<file path="config.mk">
export PLATFORM = sky130hd
export DESIGN_NAME = cmp_pipe
export DESIGN_NICKNAME = d
export VERILOG_FILES = /design/src/rtl/cmp_pipe.sv
export SDC_FILE = /design/constraint.sdc
export NUM_CORES = 1
export LEC_CHECK = 0
export CORE_ASPECT_RATIO = 0.5
export CORE_MARGIN = 3
export CORE_UTILIZATION = 36
export DETAILED_ROUTE_END_ITERATION = 7
export PLACE_DENSITY = 0.9
export SLEW_MARGIN = 20
export SYNTH_ARGS = -nofsm -noshare
export SYNTH_HDL_FRONTEND = slang
export SYNTH_SLANG_ARGS = --single-unit
</file>
<file path="constraint.sdc">
create_clock -name clk -period 1.9 [get_ports clk]
set_clock_uncertainty 0.1 [all_clocks]
set_input_delay 0.19 -clock clk [delete_from_list [all_inputs] [get_ports clk]]
set_output_delay 0.19 -clock clk [all_outputs]
set_load 0.03 [all_outputs]
</file>
<file path="src/rtl/cmp_pipe.sv">
`timescale 1ns/1ps
// cmp_pipe: parametrised, pipelined integer compare unit for the execute stage.
//
// Compares in_a and in_b according to in_func when an operation is accepted,
// then carries the result through STAGES register slots with valid/ready
// handshakes, backpressure, flush and an opaque tag sideband.
//
// Optional feature macro: CMP_PIPE_MINMAX_EN
//   defined   : func 1100/1101/1110/1111 = MIN/MAX/MINU/MAXU, out_value = operand
//   undefined : those codes are illegal and out_value is tied to 0
//
// Parameters:
//   WIDTH  operand width (>=2)
//   STAGES register slots between input handshake and output (1..4)
//   TAG_W  sideband tag width (>=1)
//
// Ports:
//   clk, reset            rising-edge clock, asynchronous active-high reset
//   in_valid/in_ready     input handshake (in_ready has no path from in_valid)
//   in_a, in_b            operands
//   in_func               function select (bit0 negate, bit1 unsigned, bit2 less-than)
//   in_tag                tag returned unchanged with the result
//   flush                 kill all in-flight operations at the next edge
//   out_valid/out_ready   output handshake
//   out_flag              compare result
//   out_value             min/max operand, else 0
//   out_tag               tag of the result
//   out_illegal           function code was illegal
// All out_* payload ports read 0 whenever out_valid is 0.
module cmp_pipe #(
  parameter int WIDTH  = 32,
  parameter int STAGES = 2,
  parameter int TAG_W  = 5
) (
  input  logic             clk,
  input  logic             reset,
  input  logic             in_valid,
  output logic             in_ready,
  input  logic [WIDTH-1:0] in_a,
  input  logic [WIDTH-1:0] in_b,
  input  logic [3:0]       in_func,
  input  logic [TAG_W-1:0] in_tag,
  input  logic             flush,
  output logic             out_valid,
  input  logic             out_ready,
  output logic             out_flag,
  output logic [WIDTH-1:0] out_value,
  output logic [TAG_W-1:0] out_tag,
  output logic             out_illegal
);

  localparam int LAST = STAGES - 1;

  // compare primitives
  logic w_eq;
  logic w_lt;
  logic w_ltu;
  // decoded result for the operation at the input
  logic w_flag;
  logic w_illegal;
`ifdef CMP_PIPE_MINMAX_EN
  logic [WIDTH-1:0] w_value;
`endif

  // handshake control
  logic              w_accept;
  logic [STAGES-1:0] w_can_load;

  // slot state; index LAST drives the outputs
  logic [STAGES-1:0]            r_valid;
  logic [STAGES-1:0]            r_flag;
  logic [STAGES-1:0]            r_illegal;
  logic [STAGES-1:0][TAG_W-1:0] r_tag;
`ifdef CMP_PIPE_MINMAX_EN
  logic [STAGES-1:0][WIDTH-1:0] r_value;
`endif

  // Shared equality / signed / unsigned less-than on the input operands.
  always_comb begin
    w_eq  = (in_a == in_b);
    w_lt  = ($signed(in_a) < $signed(in_b));
    w_ltu = (in_a < in_b);
  end

  // Function decode: select flag (and operand for min/max); unknown codes are illegal.
  always_comb begin
    w_flag    = 1'b0;
    w_illegal = 1'b0;
`ifdef CMP_PIPE_MINMAX_EN
    w_value   = {WIDTH{1'b0}};
`endif
    case (in_func)
      4'b0000: w_flag = w_eq;
      4'b0001: w_flag = ~w_eq;
      4'b0100: w_flag = w_lt;
      4'b0101: w_flag = ~w_lt;
      4'b0110: w_flag = w_ltu;
      4'b0111: w_flag = ~w_ltu;
`ifdef CMP_PIPE_MINMAX_EN
      // min/max report (a<b) as the flag regardless of which operand is picked
      4'b1100: begin
        w_flag  = w_lt;
        w_value = w_lt ? in_a : in_b;
      end
      4'b1101: begin
        w_flag  = w_lt;
        w_value = w_lt ? in_b : in_a;
      end
      4'b1110: begin
        w_flag  = w_ltu;
        w_value = w_ltu ? in_a : in_b;
      end
      4'b1111: begin
        w_flag  = w_ltu;
        w_value = w_ltu ? in_b : in_a;
      end
`endif
      default: w_illegal = 1'b1;
    endcase
  end

  // Slot k can load if out_ready is high or any slot from k to the output is
  // empty; a running OR avoids a self-referencing vector.
  always_comb begin
    logic v_room;
    w_can_load = {STAGES{1'b0}};
    v_room     = out_ready;
    for (int k = LAST; k >= 0; k--) begin
      v_room        = v_room | ~r_valid[k];
      w_can_load[k] = v_room;
    end
  end

  assign in_ready = w_can_load[0] & ~flush;
  assign w_accept = in_valid & in_ready;

  // Slot valid bits: flush empties everything, otherwise each loadable slot
  // takes the valid of its upstream neighbour (slot 0 takes the accept).
  always_ff @(posedge clk or posedge reset) begin
    if (reset) begin
      r_valid <= {STAGES{1'b0}};
    end else if (flush) begin
      r_valid <= {STAGES{1'b0}};
    end else begin
      if (w_can_load[0]) begin
        r_valid[0] <= w_accept;
      end
      for (int k = 1; k < STAGES; k++) begin
        if (w_can_load[k]) begin
          r_valid[k] <= r_valid[k-1];
        end
      end
    end
  end

  // Slot payloads: only move when real data moves; empty slots may keep stale data.
  always_ff @(posedge clk or posedge reset) begin
    if (reset) begin
      r_flag    <= {STAGES{1'b0}};
      r_illegal <= {STAGES{1'b0}};
      r_tag     <= {(STAGES*TAG_W){1'b0}};
`ifdef CMP_PIPE_MINMAX_EN
      r_value   <= {(STAGES*WIDTH){1'b0}};
`endif
    end else begin
      if (w_accept) begin
        r_flag[0]    <= w_flag;
        r_illegal[0] <= w_illegal;
        r_tag[0]     <= in_tag;
`ifdef CMP_PIPE_MINMAX_EN
        r_value[0]   <= w_value;
`endif
      end
      for (int k = 1; k < STAGES; k++) begin
        if (w_can_load[k] && r_valid[k-1]) begin
          r_flag[k]    <= r_flag[k-1];
          r_illegal[k] <= r_illegal[k-1];
          r_tag[k]     <= r_tag[k-1];
`ifdef CMP_PIPE_MINMAX_EN
          r_value[k]   <= r_value[k-1];
`endif
        end
      end
    end
  end

  // Output gating: the last slot drives the ports, forced to 0 while it is empty.
  assign out_valid   = r_valid[LAST];
  assign out_flag    = r_valid[LAST] & r_flag[LAST];
  assign out_illegal = r_valid[LAST] & r_illegal[LAST];
  assign out_tag     = r_valid[LAST] ? r_tag[LAST] : {TAG_W{1'b0}};
`ifdef CMP_PIPE_MINMAX_EN
  assign out_value   = r_valid[LAST] ? r_value[LAST] : {WIDTH{1'b0}};
`else
  assign out_value   = {WIDTH{1'b0}};
`endif

endmodule

</file>
==> flow_summary.toml <==
[cts]
clock_latency_ns = 0.25
cts_sinks = 16
cts_max_path_buffers = 2
clockRootBuffer = "clkbuf_8"
clk_pin_slew_worst_paths_ns = 0.06
cts_tree = "built"
numCtsBuffers = 3
cts_max_level = 1

[sta]
fin_ws_ns = -0.06842
timing.final.crit_period_ns = 1.968
fin_crit_sh_pct = 103.6
hold_viol_final = 0
finalMaxSlewViolations = 0
fmax_mhz = 508.0
grt_setup_unrepaired = "true"
setup_tns_ns = -0.06842
slew_headroom_pct = 60.42
tightestPinTransition_ns = 0.5930
setup_viol = 1

[die]
io_pins = 119
core_um2 = 4573
initial_core_util_pct = 38.91
rows = 17
die-area_um2 = 5873
die_h_um = 55.71
dieWidth_um = 105.4

[synthesis]
synth_cell_types = 29
ys.flop_type = "dfrtp_1"
synth_edf_count = 0
ys_seq_area_share_pct = 22.50
synthesis.area_um2 = 1779
synth_seq_cells = 16
ys_warn_count = 0
syn_inst = 209
async_flop_share_pct = 100.0
syn_avg_cell_area_um2 = 8.513

[routing]
drc_errors = 0
viasPerCell = 5.273
via_count = 2030
drt_iter0_markers = 117
drtAntennaViolNets = 0
detail_route.wl_per_cell_um = 18.41
dr.pass1.iters = 5
wirelength_um = 7087

[cells_and_area]
multiInputGateArea_um2 = 1555
fin_util_pct = 68.51
fillers = 322
drive_gt1_share_pct = 45.77
area_growth_pct = 76.09
stdcell_count = 385
nNetsFinal = 430
ff_latch_area_um2 = 401.6
n_antenna_cell = 0
design_area_um2 = 3133

[place]
placed_cells = 368
hpwl_um = 4077
port_buffers = 86
place_area_um2 = 2661
place.gp.congestion = 0.8438

[global_routing]
grt_max_degree = 17
track_usage_pct = 19.71
grt_pass1_vias = 1940
grt_pass1_wl_um = 9349
overflow = 0
grt_antenna_before_repair = 0

[power_and_ir_drop]
power.density_nw_per_um2 = 456.4
leakage_nw = 1.600
peakVddDrop_v = 0.0002783
total_power_mw = 1.430

[worst_setup_path]
endpoint_kind = "flop"
criticalPathCategory = "input pin to flop"
crit_arrival_ns = 1.99
timing.critical_path.fanout_max = 2
cp-start-kind = "input pin"
worst_ep_required_time_ns = 1.92

[status]
violations = "negative setup slack"
outcome = "finished with violations"

[flow_run]
max_cap_violations = 0

[min_path]
worstHoldPathType = "input pin to asynchronous set/reset pin"
-- synthesized netlist by cell type, types with 2 or more instances --
master   number  area (um2)
inv_1        37       138.9
buf_4        32       240.2
ha_1         32       400.4
dfrtp_1      16       400.4
a21oi_1      14       70.07
mux2_2       12       135.1
nand2_1       9       33.78
nor2_1        9       33.78
and2_1        8       50.05
nand3_1       7       35.03
nand4_1       6       37.54
o21ai_0       5       25.02
a21o_1        3       22.52
nor4_1        3       18.77
and4_1        2       17.52
-- critical path, stage by stage --
cell,delay (ns)
clkdlybuf4s50_1,0.46
ha_4,0.31
nand2_4,0.05
buf_4,0.15
nor2_4,0.12
nand3_2,0.12
xnor2_2,0.17
a222oi_1,0.28
nand3_1,0.14
-- cell usage in the layout (no fill, tap or decap), types with 5 or more instances in the layout --
cell type,n
conb_1,32
ha_4,27
clkbuf_2,27
inv_2,26
clkdlybuf4s50_1,23
buf_4,22
dlygate4sd2_1,16
dfrtp_1,15
dlymetal6s2s_1,14
mux2_2,12
inv_1,10
a21oi_1,10
and2_1,8
nand2_1,6
nor2_1,6
nand4_1,6
nand3_1,5
ha_1,5
buf_6,5
-- where the power goes --
part | switching [mW] | total [mW] | internal [mW]
logic | 0.375 | 0.730 | 0.355
clock network | 0.115 | 0.263 | 0.149
registers | 0.0332 | 0.437 | 0.404
total | 0.522 | 1.43 | 0.908
-- repair_timing --
| action | in CTS | in global routing |
|---|---|---|
| endpoints found under the setup margin | 1 | 2 |
| hold buffers | 0 | 0 |
| setup buffers | 5 | 8 |
| endpoints found under the hold margin | 0 | 0 |
| resized for setup | 110 | 107 |
| pin swaps | 28 | 30 |
-- sequential cells by signal (all words and copies together) (netlist names) --
name,cells
r_valid,2
r_tag,10
r_illegal,2
r_flag,2
-- final cells by class --
class | count | area share [%]
multi-input combinational | 154 | 49.64
timing repair buffer | 108 | 28.95
sequential | 16 | 12.82
inverter | 37 | 4.513
tap | 66 | 2.636
clock buffer | 4 | 1.438
-- kinds of logic (layout without fill, tap and decap cells) --
logic type,Yosys count,in the layout,share of synthesized area [%]
flip-flops,16,16,22.50
multiplexers,13,13,8.158
AND/OR/NAND/NOR,47,47,14.28
XOR/XNOR,2,2,0.9847
AO/OA/AOI/OAI,28,28,9.423
other,1,32,0.2108
buffers and inverters,70,149,21.94
adder cells (fa/ha/maj),32,32,22.50
-- per-stage QoR --
| step | setup slack (ns) | hold WS (ns) |
|---|---|---|
| floorplan | 0.007016 | 0.003672 |
| global placement | -0.5567 | 0.3602 |
| detailed placement | -0.7504 | 0.3695 |
| CTS | 0.002534 | 0.2546 |
| global route | -0.1540 | 0.2846 |
| finish | -0.06842 | 0.2202 |
-- metal layers --
metal,part of all wire [%],up-vias,GRT usage [%]
met1,34,920,19.87
met3,8.5,69,2.897
met5,0,-,0
met2,48,174,38.04
li1,-,867,-
met4,9.2,0,12.71
-- worst paths after layout --
check	slack [ns]	to	cells past startpoint	from
setup reg to reg	0.03	r_flag[0]	7	r_valid[1]
hold / removal	0.22	r_valid[0]	2	reset
setup / recovery	-0.07	r_flag[0]	9	in_a[2]
max in group asynchronous	1.06	r_valid[1]	2	reset
min in group clk	0.35	r_flag[0]	5	in_a[31]
hold reg to reg	0.40	r_tag[7]	1	r_tag[7]
Note: power is estimated with default switching activity, not from simulation.
==> variant: new RTL, same flow settings <==
Build with the macro `CMP_PIPE_MINMAX_EN` defined.
--- a/src/rtl/cmp_pipe.sv
+++ b/src/rtl/cmp_pipe.sv
@@ -27,6 +27,8 @@
 //   out_tag               tag of the result
 //   out_illegal           function code was illegal
 // All out_* payload ports read 0 whenever out_valid is 0.
+`define CMP_PIPE_MINMAX_EN
+
 module cmp_pipe #(
   parameter int WIDTH  = 32,
   parameter int STAGES = 2,
Behaviour: not the same (Yosys sat finds a counterexample within 4 cycles, from zero or initial values and one cycle with reset high).
==> variant against the unedited design <==
- the flow still finishes with violations (setup timing)
- power increased to 3.9 times the old value
- cell area increased by 140%
- utilization fell by 6.0 points
- sequential cell count grew 64
- first-iteration DRC count increased to 5.8 times the old value
- synthesized area grew to 2.5 times the old value
- wire length rose to 3.1 times the old value
- fmax decreased by 36%
- register-to-register slack lost 0.34 ns
- global-route usage up 8.1 points
- setup slack got worse by 1.1 ns
- critical path type unchanged
- largest cell class unchanged
- largest power group is now registers
- highest routed layer unchanged
==> variant: results (changes against the unedited design) <==
Synthesis
  – Asr flop ratio synth: 100% (unchanged)
  – Synth Area in Compound Gates: 13.2% (+3.8 points)
  – Ys Warns: 0 (unchanged)
  – Multiplexer share of the synthesized area: 10.3% (+2.1 points)
  – Area contributors post-synth: dfrtp_1 45%, mux2_2 9.8%, ha_1 9.0%
  – Post-Syn Nets: 532
  – Top cells by count, synth: 80 x dfrtp_1, 40 x and2_1, 39 x mux2_2
  – Sequential area share after synthesis: 44.9% (+22 points)
  – Netlist cell types: 44 (+52%)
  – Xor and xnor area share after synthesis: 0.953% (-0.031 points)
  – Post-synthesis adder-cell area fraction: 8.97% (-14 points)

Setup path
  – R2R Setup Slk: -0.31 ns (-0.34 ns)
  – Path depth of the worst reg2reg path: 7 (unchanged)
  – Worst path slowest cell: a221o_1
  – Worst path top cell family by delay: compound AO/OA/AOI/OAI gates
  – RR Endpoint: r_value[9]
  – Reg2reg start: r_valid[1]
  – Slowest Stage Delay on Critical Path: 0.37 ns (-0.09 ns)
  – CP max FO: 6 (+4)
  – WP data arrival: 3.17 ns (+1.18 ns)

Pwr
  – Switching power of the nets: 0.00177 W (+240%)
  – Peak supply drop: 0.546 mV (+96%)
  – Clock power frac: 33.1% (+15 points)
  – Leak: 3.57 nW (+120%)
  – Reg power frac: 37.6% (+7.1 points)

Route
  – Total number of vias: 5102 (+150%)
  – Number of iterations in the first detailed-routing pass: 5 (unchanged)
  – WL per Instance: 28.1 um (+52%)
  – Detailed router's first-iteration violation count: 676 (+480%)

Worst hold path
  – Hold depth: 2
  – Worst Hold Endpoint: r_value[22]
  – Hold_sp: in_b[22]
  – Hold Path Class: primary input to flop

Layout
  – Top flop regs: r_value (64), r_tag (10)
  – Fillers: 746 (+130%)
  – Share of post-route cells with drive strength above 1: 51.8% (+6.0 points)
  – Fin nets: 725 (+69%)

Place
  – IO buf count: 118 (+37%)
  – DP Wirelength: 9420 um (+130%)
  – Gpl congestion: 0.886 (+5.0%)
  – Pre-CTS WS: -1.63 ns (-0.879 ns)

Clock tree
  – CTS Root Cell: clkbuf_16
  – Clk slew on worst S/H paths: 0.06 ns (about the same)
  – CTS Buf Count: 9 (+6)
  – H-Tree Depth: 3 (+2)
  – Clk buf depth: 2 (unchanged)
  – Clock latency on the worst-skew pair: 0.35 ns (+0.10 ns)

Global route
  – Largest net degree at the start of global routing: 41 (+24)
  – Global route overflow: 0 (unchanged)
  – Initial antenna violation count: 2 (+2)
  – First-pass GRT wire length: 29600 um (+220%)
  – GRT Total Usage: 27.9% (+8.1 points)

Outcome
  – Failing checks: setup timing
  – Outcome: complete, but fails checks

Timing
  – Final WS setup: -1.16 ns (-1.09 ns)
  – Final Setup Violations: 34 (+33)
  – Actual slew at the worst max-slew pin: 0.572 ns (-0.0211 ns)
-- variant: changes by cell type in the layout (fill, tap and decap cells not counted), moves of 20 or more --
cell,change
dfrtp_1,+64
buf_4,+38
and2_1,+32
conb_1,-32
a221o_1,+29
mux2_2,+27
buf_6,+22
nand2_1,+21
buf_2,+20
-- variant: worst register-to-register path: stages, from the launching register on --
cell and delay [ns]:
dfrtp_2 0.43, nor2b_2 0.19, a21oi_4 0.15, and2_1 0.22, nand3_1 0.26, nor2_4 0.33, buf_12 0.18, a221o_1 0.24
-- variant: layout make-up --
| cell class | count | area, um^2 | area share [%] |
|---|---|---|---|
| Antenna cell | 2 | 5.00 | 0.0670 |
| Clock buffer | 12 | 256 | 3.43 |
| Clock inverter | 4 | 51.3 | 0.687 |
| Inverter | 35 | 165 | 2.21 |
| Multi-Input combinational cell | 286 | 2910 | 39.0 |
| Sequential cell | 80 | 2000 | 26.8 |
| Tap cell | 165 | 206 | 2.76 |
| Timing Repair Buffer | 203 | 1870 | 25.0 |
-- variant: kinds of logic (layout without fill, tap and decap cells) --
kind of cell | count (synthesis) | after routing
and+or+nand+nor | 137 | 138
other | 0 | 2
buffers and inverters | 57 | 254
xor gates and xnor gates | 4 | 4
AOI/OAI and AO/OA | 71 | 71
adders and majority gates | 32 | 32
muxes | 41 | 41
DFF | 80 | 80
-- variant: layer usage --
metal	wire length [um]	share of wire (%)	track usage, %
met3	2550	12	6.90
met5	0	0	0
met1	7700	35	33.4
met2	9650	44	45.1
met4	2200	9.9	17.7
-- variant: per-stage QoR --
stage	hold slack, ns	instances	total power [W]	setup TNS (ns)	area (um^2)
final	0.00413	787	0.00563	-34.19	7470
after global routing	0.000969	787	0.00572	-35.26	7470
after CTS	0.0116	778	0.00522	-22.17	7340
after detailed placement	0.359	727	0.00320	-51.42	6340
after global placement	0.354	727	0.00314	-49.01	6340
after floorplan	0.153	422	0.00268	-23.12	4630
-- variant: worst max path at each step --
stage / startpoint / end / slack, ns
CTS: in_a[13] / r_value[2] / -0.73
global placement: in_b[11] / r_value[23] / -1.54
global route: in_b[10] / r_value[9] / -1.21
floorplan: in_b[11] / r_value[11] / -0.78
detailed placement: in_b[11] / r_value[22] / -1.63
finish: in_a[1] / r_value[9] / -1.16
-- variant: repair_timing --
| action | 4_1_cts | 5_1_grt |
|---|---|---|
| setup endpoints to repair | 64 | 62 |
| setup buffers | 31 | 14 |
| pin swaps | 54 | 28 |
| gates resized for setup | 322 | 112 |
| gates cloned | 4 | 1 |
| endpoints found under the hold margin | 3 | 0 |
| hold buffers | 3 | 0 |
